**src/rtl/serial_mode_unit_pkg.sv**
```systemverilog
// Shared mode codes, default width and controller state type for serial_mode_unit.
// Pure declarations: no logic, no latency, no flow control.
package serial_mode_unit_pkg;
    localparam int         WIDTH_DEF   = 8;
    localparam logic [1:0] MODE_IDLE   = 2'b00;
    localparam logic [1:0] MODE_SHIFT  = 2'b01;
    localparam logic [1:0] MODE_LOAD   = 2'b10;
    localparam logic [1:0] MODE_ROTATE = 2'b11;

    typedef enum logic {
        ST_IDLE = 1'b0,
        ST_RUN  = 1'b1
    } state_t;
endpackage

```
**src/rtl/serial_mode_unit_rise_detect.sv**
```systemverilog
// Rising-edge detector: start_edge is high in the cycle start goes 0->1, zero latency from start.
// No flow control; the history flop clears on synchronous reset.
module serial_mode_unit_rise_detect (
    input  logic clk,
    input  logic rst,
    input  logic start,
    output logic start_edge
);
    logic start_d;

    always_ff @(posedge clk) begin
        if (rst) begin
            start_d <= 1'b0;
        end else begin
            start_d <= start;
        end
    end

    assign start_edge = start & ~start_d;
endmodule

```
**src/rtl/serial_mode_unit.sv**
```systemverilog
// 8-bit data register with mode controller: load, MSB-first shift-out, or rotate, one step per cycle.
// Start is edge-triggered; on==00 aborts a running operation on the next edge; no backpressure.
module serial_mode_unit
    import serial_mode_unit_pkg::*;
#(
    parameter int WIDTH = WIDTH_DEF
) (
    input  logic                     clk,
    input  logic                     rst,
    input  logic [WIDTH-1:0]         x,
    input  logic [1:0]               on,
    input  logic                     start,
    output logic [WIDTH-1:0]         y,
    output logic [$clog2(WIDTH)-1:0] s,
    output logic                     b,
    output logic                     active,
    output logic [1:0]               regime
);
    localparam int SW = $clog2(WIDTH);
    localparam logic [SW-1:0] S_LAST = SW'(WIDTH - 1);

    state_t           state, state_nxt;
    logic [WIDTH-1:0] y_nxt;
    logic [SW-1:0]    s_nxt;
    logic             b_nxt;
    logic [1:0]       regime_nxt;
    logic             start_edge;

    serial_mode_unit_rise_detect u_rise (
        .clk        (clk),
        .rst        (rst),
        .start      (start),
        .start_edge (start_edge)
    );

    always_ff @(posedge clk) begin
        if (rst) begin
            state  <= ST_IDLE;
            y      <= '0;
            s      <= '0;
            b      <= 1'b0;
            regime <= MODE_IDLE;
        end else begin
            state  <= state_nxt;
            y      <= y_nxt;
            s      <= s_nxt;
            b      <= b_nxt;
            regime <= regime_nxt;
        end
    end

    always_comb begin
        state_nxt  = state;
        y_nxt      = y;
        s_nxt      = s;
        b_nxt      = b;
        regime_nxt = regime;
        case (state)
            ST_IDLE: begin
                if (start_edge && (on != MODE_IDLE)) begin
                    state_nxt  = ST_RUN;
                    regime_nxt = on;
                    s_nxt      = '0;
                end
            end
            ST_RUN: begin
                // Abort wins over the step: y and b freeze at their current values.
                if (on == MODE_IDLE) begin
                    state_nxt  = ST_IDLE;
                    regime_nxt = MODE_IDLE;
                    s_nxt      = '0;
                end else begin
                    case (regime)
                        MODE_LOAD: begin
                            y_nxt      = x;
                            b_nxt      = 1'b0;
                            state_nxt  = ST_IDLE;
                            regime_nxt = MODE_IDLE;
                            s_nxt      = '0;
                        end
                        MODE_SHIFT, MODE_ROTATE: begin
                            b_nxt = y[WIDTH-1];
                            y_nxt = {y[WIDTH-2:0], (regime == MODE_ROTATE) ? y[WIDTH-1] : 1'b0};
                            s_nxt = s + 1'b1;
                            if (s == S_LAST) begin
                                state_nxt  = ST_IDLE;
                                regime_nxt = MODE_IDLE;
                            end
                        end
                        default: begin
                            state_nxt  = ST_IDLE;
                            regime_nxt = MODE_IDLE;
                            s_nxt      = '0;
                        end
                    endcase
                end
            end
            default: state_nxt = ST_IDLE;
        endcase
    end

    assign active = (state == ST_RUN);
endmodule

```
**config.mk**
```make
export PLATFORM = sky130hd
export DESIGN_NAME = serial_mode_unit
export DESIGN_NICKNAME = d
export VERILOG_FILES = /design/src/rtl/serial_mode_unit_pkg.sv /design/src/rtl/serial_mode_unit_rise_detect.sv /design/src/rtl/serial_mode_unit.sv
export SDC_FILE = /design/constraint.sdc
export NUM_CORES = 1
export LEC_CHECK = 0
export ABC_AREA = 1
export CORE_MARGIN = 5
export CORE_UTILIZATION = 47
export DETAILED_ROUTE_END_ITERATION = 8
export GPL_TIMING_DRIVEN = 1
export PLACE_DENSITY_LB_ADDON = 0.1
export SLEW_MARGIN = 20
export SYNTH_ARGS = -nofsm -noshare
export SYNTH_HDL_FRONTEND = slang
export SYNTH_SLANG_ARGS = --single-unit
```
**constraint.sdc**
```tcl
create_clock -name clk -period 1.8 [get_ports clk]
set_input_delay 0.45 -clock clk [delete_from_list [all_inputs] [get_ports clk]]
set_output_delay 0.45 -clock clk [all_outputs]
set_load 0.02 [all_outputs]
```
==> results <==
==> final timing paths <==
| kind | cells past startpoint | endpoint |
|---|---|---|
| setup / recovery | 1 | s[1] |
| hold / removal | 2 | b$_SDFFE_PP0P_ |
| setup reg to reg | 6 | regime[1]$_SDFFE_PP0P_ |
| hold reg to reg | 2 | b$_SDFFE_PP0P_ |
==> layout make-up <==
type	count	area, µm²	area share (%)
Sequential cell	16	320.3	28.99
Inverter	16	60.06	5.436
Clock buffer	3	22.52	2.039
Timing Repair Buffer	29	289.0	26.16
Multi-Input combinational cell	86	391.6	35.45
Tap cell	17	21.27	1.925
==> layer usage <==
| layer | share of wire, % | routed length [µm] | vias up |
|---|---|---|---|
| met2 | 47 | 796 | 22 |
| met5 | 0 | 0 | - |
| met3 | 6.4 | 107 | 5 |
| li1 | - | - | 430 |
| met4 | 2.1 | 35 | 0 |
| met1 | 44 | 741 | 343 |
==> cell usage after synthesis <==
| master | count | area, µm² |
|---|---|---|
| sky130_fd_sc_hd__nor2_1 | 24 | 90.09 |
| sky130_fd_sc_hd__a21oi_1 | 6 | 30.03 |
| sky130_fd_sc_hd__nand2_1 | 37 | 138.9 |
| sky130_fd_sc_hd__o21ai_0 | 1 | 5.000 |
| sky130_fd_sc_hd__clkbuf_8 | 1 | 13.76 |
| sky130_fd_sc_hd__nand3_2 | 1 | 10.01 |
| sky130_fd_sc_hd__inv_1 | 14 | 52.55 |
| sky130_fd_sc_hd__dfxtp_1 | 16 | 320.3 |
| sky130_fd_sc_hd__o21ai_1 | 7 | 35.03 |
| sky130_fd_sc_hd__nor2_4 | 1 | 11.26 |
| sky130_fd_sc_hd__inv_2 | 2 | 7.510 |
| sky130_fd_sc_hd__o21ai_4 | 1 | 16.27 |
| sky130_fd_sc_hd__buf_6 | 2 | 22.52 |
| sky130_fd_sc_hd__nand3_1 | 6 | 30.03 |
| sky130_fd_sc_hd__ha_1 | 2 | 25.02 |
==> per-stage QoR <==
| step | cell area, µm² | cells | worst slack (ns) | power [mW] | hold slack [ns] |
|---|---|---|---|---|---|
| after floorplan | 808.3 | 121 | 0.5179 | 0.4825 | 0.4775 |
| after global placement | 1079 | 164 | 0.1460 | 0.5465 | 0.4481 |
| after detailed placement | 1079 | 164 | 0.1171 | 0.5478 | 0.4522 |
| after CTS | 1100 | 167 | 0.01445 | 0.7258 | 0.4661 |
| after global routing | 1105 | 167 | 0.001684 | 0.7615 | 0.5023 |
| final | 1105 | 167 | 0.06685 | 0.7166 | 0.4630 |
==> power by group through the flow <==
stage / clock network [mW] / registers (mW) / logic (mW)
finish: 0.180 / 0.379 / 0.158
floorplan: 0 / 0.407 / 0.0757
detailed placement: 0 / 0.388 / 0.160
global placement: 0 / 0.388 / 0.158
CTS: 0.187 / 0.380 / 0.159
global route: 0.205 / 0.382 / 0.175
==> cells by family (layout without fill, tap and decap cells) <==
kind of cell,Yosys count,after routing
AND/OR/NAND/NOR,69,69
adder cells (fa/ha/maj),2,2
flip-flops,16,16
buffers and inverters,19,48
AO/OA/AOI/OAI,15,15
==> timing repair <==
item / in CTS / in global routing
endpoints found under the hold margin: 0 / 0
gates cloned: 0 / 0
gates resized for setup: 1 / 2
buffers inserted: 0 / 0
endpoints found under the setup margin: 1 / 2
==> state kept, by name, summed over array words and instances (netlist names) <==
| register | flops |
|---|---|
| u_rise.start_d | 1 |
| active | 1 |
| b | 1 |
| regime | 2 |
| s | 3 |
| y | 8 |
==> run summary <==
==========================================================================================
Maximum frequency from static timing analysis                                    577.0 MHz
Flop2flop setup slack                                                              0.50 ns
Total internal power                                                              517.5 µW
Worst min-delay path startpoint                                               b$_SDFFE_PP0P_
Xor/xnor share of the synthesized area                                                  0%
Count of fill cells added during filler insertion                                      167
RSZ-0062 raised after global routing                                                 false
Static leakage power                                                             0.5739 nW
Worst-case headroom to the max-slew limit                                           72.87%
Arrival time at the worst endpoint                                                 1.28 ns
Transition time at the pin with the least slew margin                            0.4054 ns
Switching pwr                                                                     199.1 µW
Cells after Synth                                                                      121
Area Growth Syn to Fin                                                              36.69%
Global-route usage over all layers                                                  14.09%
Aggregate negative setup slack                                                        0 ns
Number of vias in the routed layout                                                    800
X dimension of the die                                                            51.47 µm
Biggest cell delay along the critical path                                         0.62 ns
CP Max Fanout                                                                            3
Starting Density                                                                    47.85%
Most common cell after layout, fill and taps aside                            sky130_fd_sc_hd__nand2_1
IR drop worst, VDD                                                                377.8 µV
Crit Path Category                                                              reg -> out
Clock tree from TritonCTS                                                            built
Antenna violations before repair                                                         0
Violation count after the first detailed-routing iteration                               7
Largest buffer count on any clock path                                                   2
Routed wire per std cell                                                          10.06 µm
Via density per instance                                                             4.790
Largest net degree at the start of global routing                                       18
Nets                                                                                   167
Vias in the first global route                                                         705
CTS Buf Count                                                                            3
Hold-fix buffers, CTS                                                                    0
Placed wire-length estimate after detailed placement                              1.321 mm
Outcome                                                                       complete, no violations
Die Y                                                                             51.47 µm
Portion of the post-synthesis area used by sequential elements                      39.63%
CTS Root Cell                                                                 sky130_fd_sc_hd__clkbuf_4
Fraction of power consumed by the clock network                                      25.1%
Ant. Diodes                                                                              0
Met3 track demand over resource in global routing                                   4.373%
Maximum Capacitance Violations                                                           0
Commonest cells after routing, fill and taps aside                            37 x sky130_fd_sc_hd__nand2_1, 24 x sky130_fd_sc_hd__nor2_1, 24 x sky130_fd_sc_hd__clkdlybuf4s50_1
Avg Inst Size Synth                                                              6.680 µm²
Worst flop-to-flop path startpoint                                            s[0]$_SDFFE_PP0P_
Sequential cell fraction of total power                                              52.9%
Worst setup EP type                                                           primary output
Met2 track demand over resource in global routing                                   24.58%
Number of port buffers                                                                  27
Insertion delay of the later-clocked pin in the worst-skew pair                    0.28 ns
Cell area power density                                                       648.6 nW/µm²
Post-synth net total                                                                   136
Total core area                                                                   1689 µm²
Global-route track usage on met1                                                    15.36%
Startpoint of the worst setup timing path                                     s[1]$_SDFFE_PP0P_
Share of synthesized cell area in full adder, half adder and majority cells         3.096%
Fin Clk Skew                                                                   0.009457 ns
WL final                                                                          1.680 mm
Total die area                                                                    2649 µm²
Max Slew Vio Count                                                                       0
Part of the power in combinational logic                                             22.0%
Cell-by-cell listing of the critical path                                     clkdlybuf4s50_1
DR pass1 iterations                                                                      4
Post-synthesis cell type count                                                          15
Most used routing layer                                                               met2
Largest family of logic cells by synthesized area                             simple AND/OR/NAND/NOR gates
Count of final hold-check violations                                                     0
Count of endpoints failing setup in the final report                                     0
Post-layout util                                                                    65.41%
Number of nets still failing antenna checks after routing                                0
Global-route wire length before repair                                            2.808 mm
Worst path top cell family by delay                                           buffers and inverters
Sink Count                                                                              16
Number of I/O pins                                                                      28
Multiplexer share of the synthesized area                                               0%
Slowest stage cell on the critical path                                       sky130_fd_sc_hd__clkdlybuf4s50_1
Synth Cell Area                                                                  808.3 µm²
Htree depth                                                                              1
Post-detailed-route DRC marker count                                                     0
Post-synthesis sequential element count                                                 16
Count of standard-cell rows                                                             15
Total congestion overflow                                                                0
Min Tclk post-route                                                               1.733 ns
Clock transition at the registers of the reported paths                            0.09 ns
Crit start category                                                               register
Synth warn                                                                               0
Proportion of total power due to net switching                                      27.78%
Sum of buffers and inverters on the critical path                                        1
Post-synthesis share of cell area spent on and, or, nand and nor gates              34.67%
Post-route fraction of the period consumed by the critical path                     96.29%
Last weighted congestion value of the routability-driven placer                     0.8170
Hold Crit Class                                                                 reg -> reg
Required time of the critical path                                                 1.35 ns
Share of cells above drive strength 1                                               6.667%
Compound-cell area share of the yosys netlist                                       10.68%
==========================================================================================
(Power assumes the default switching activity.)
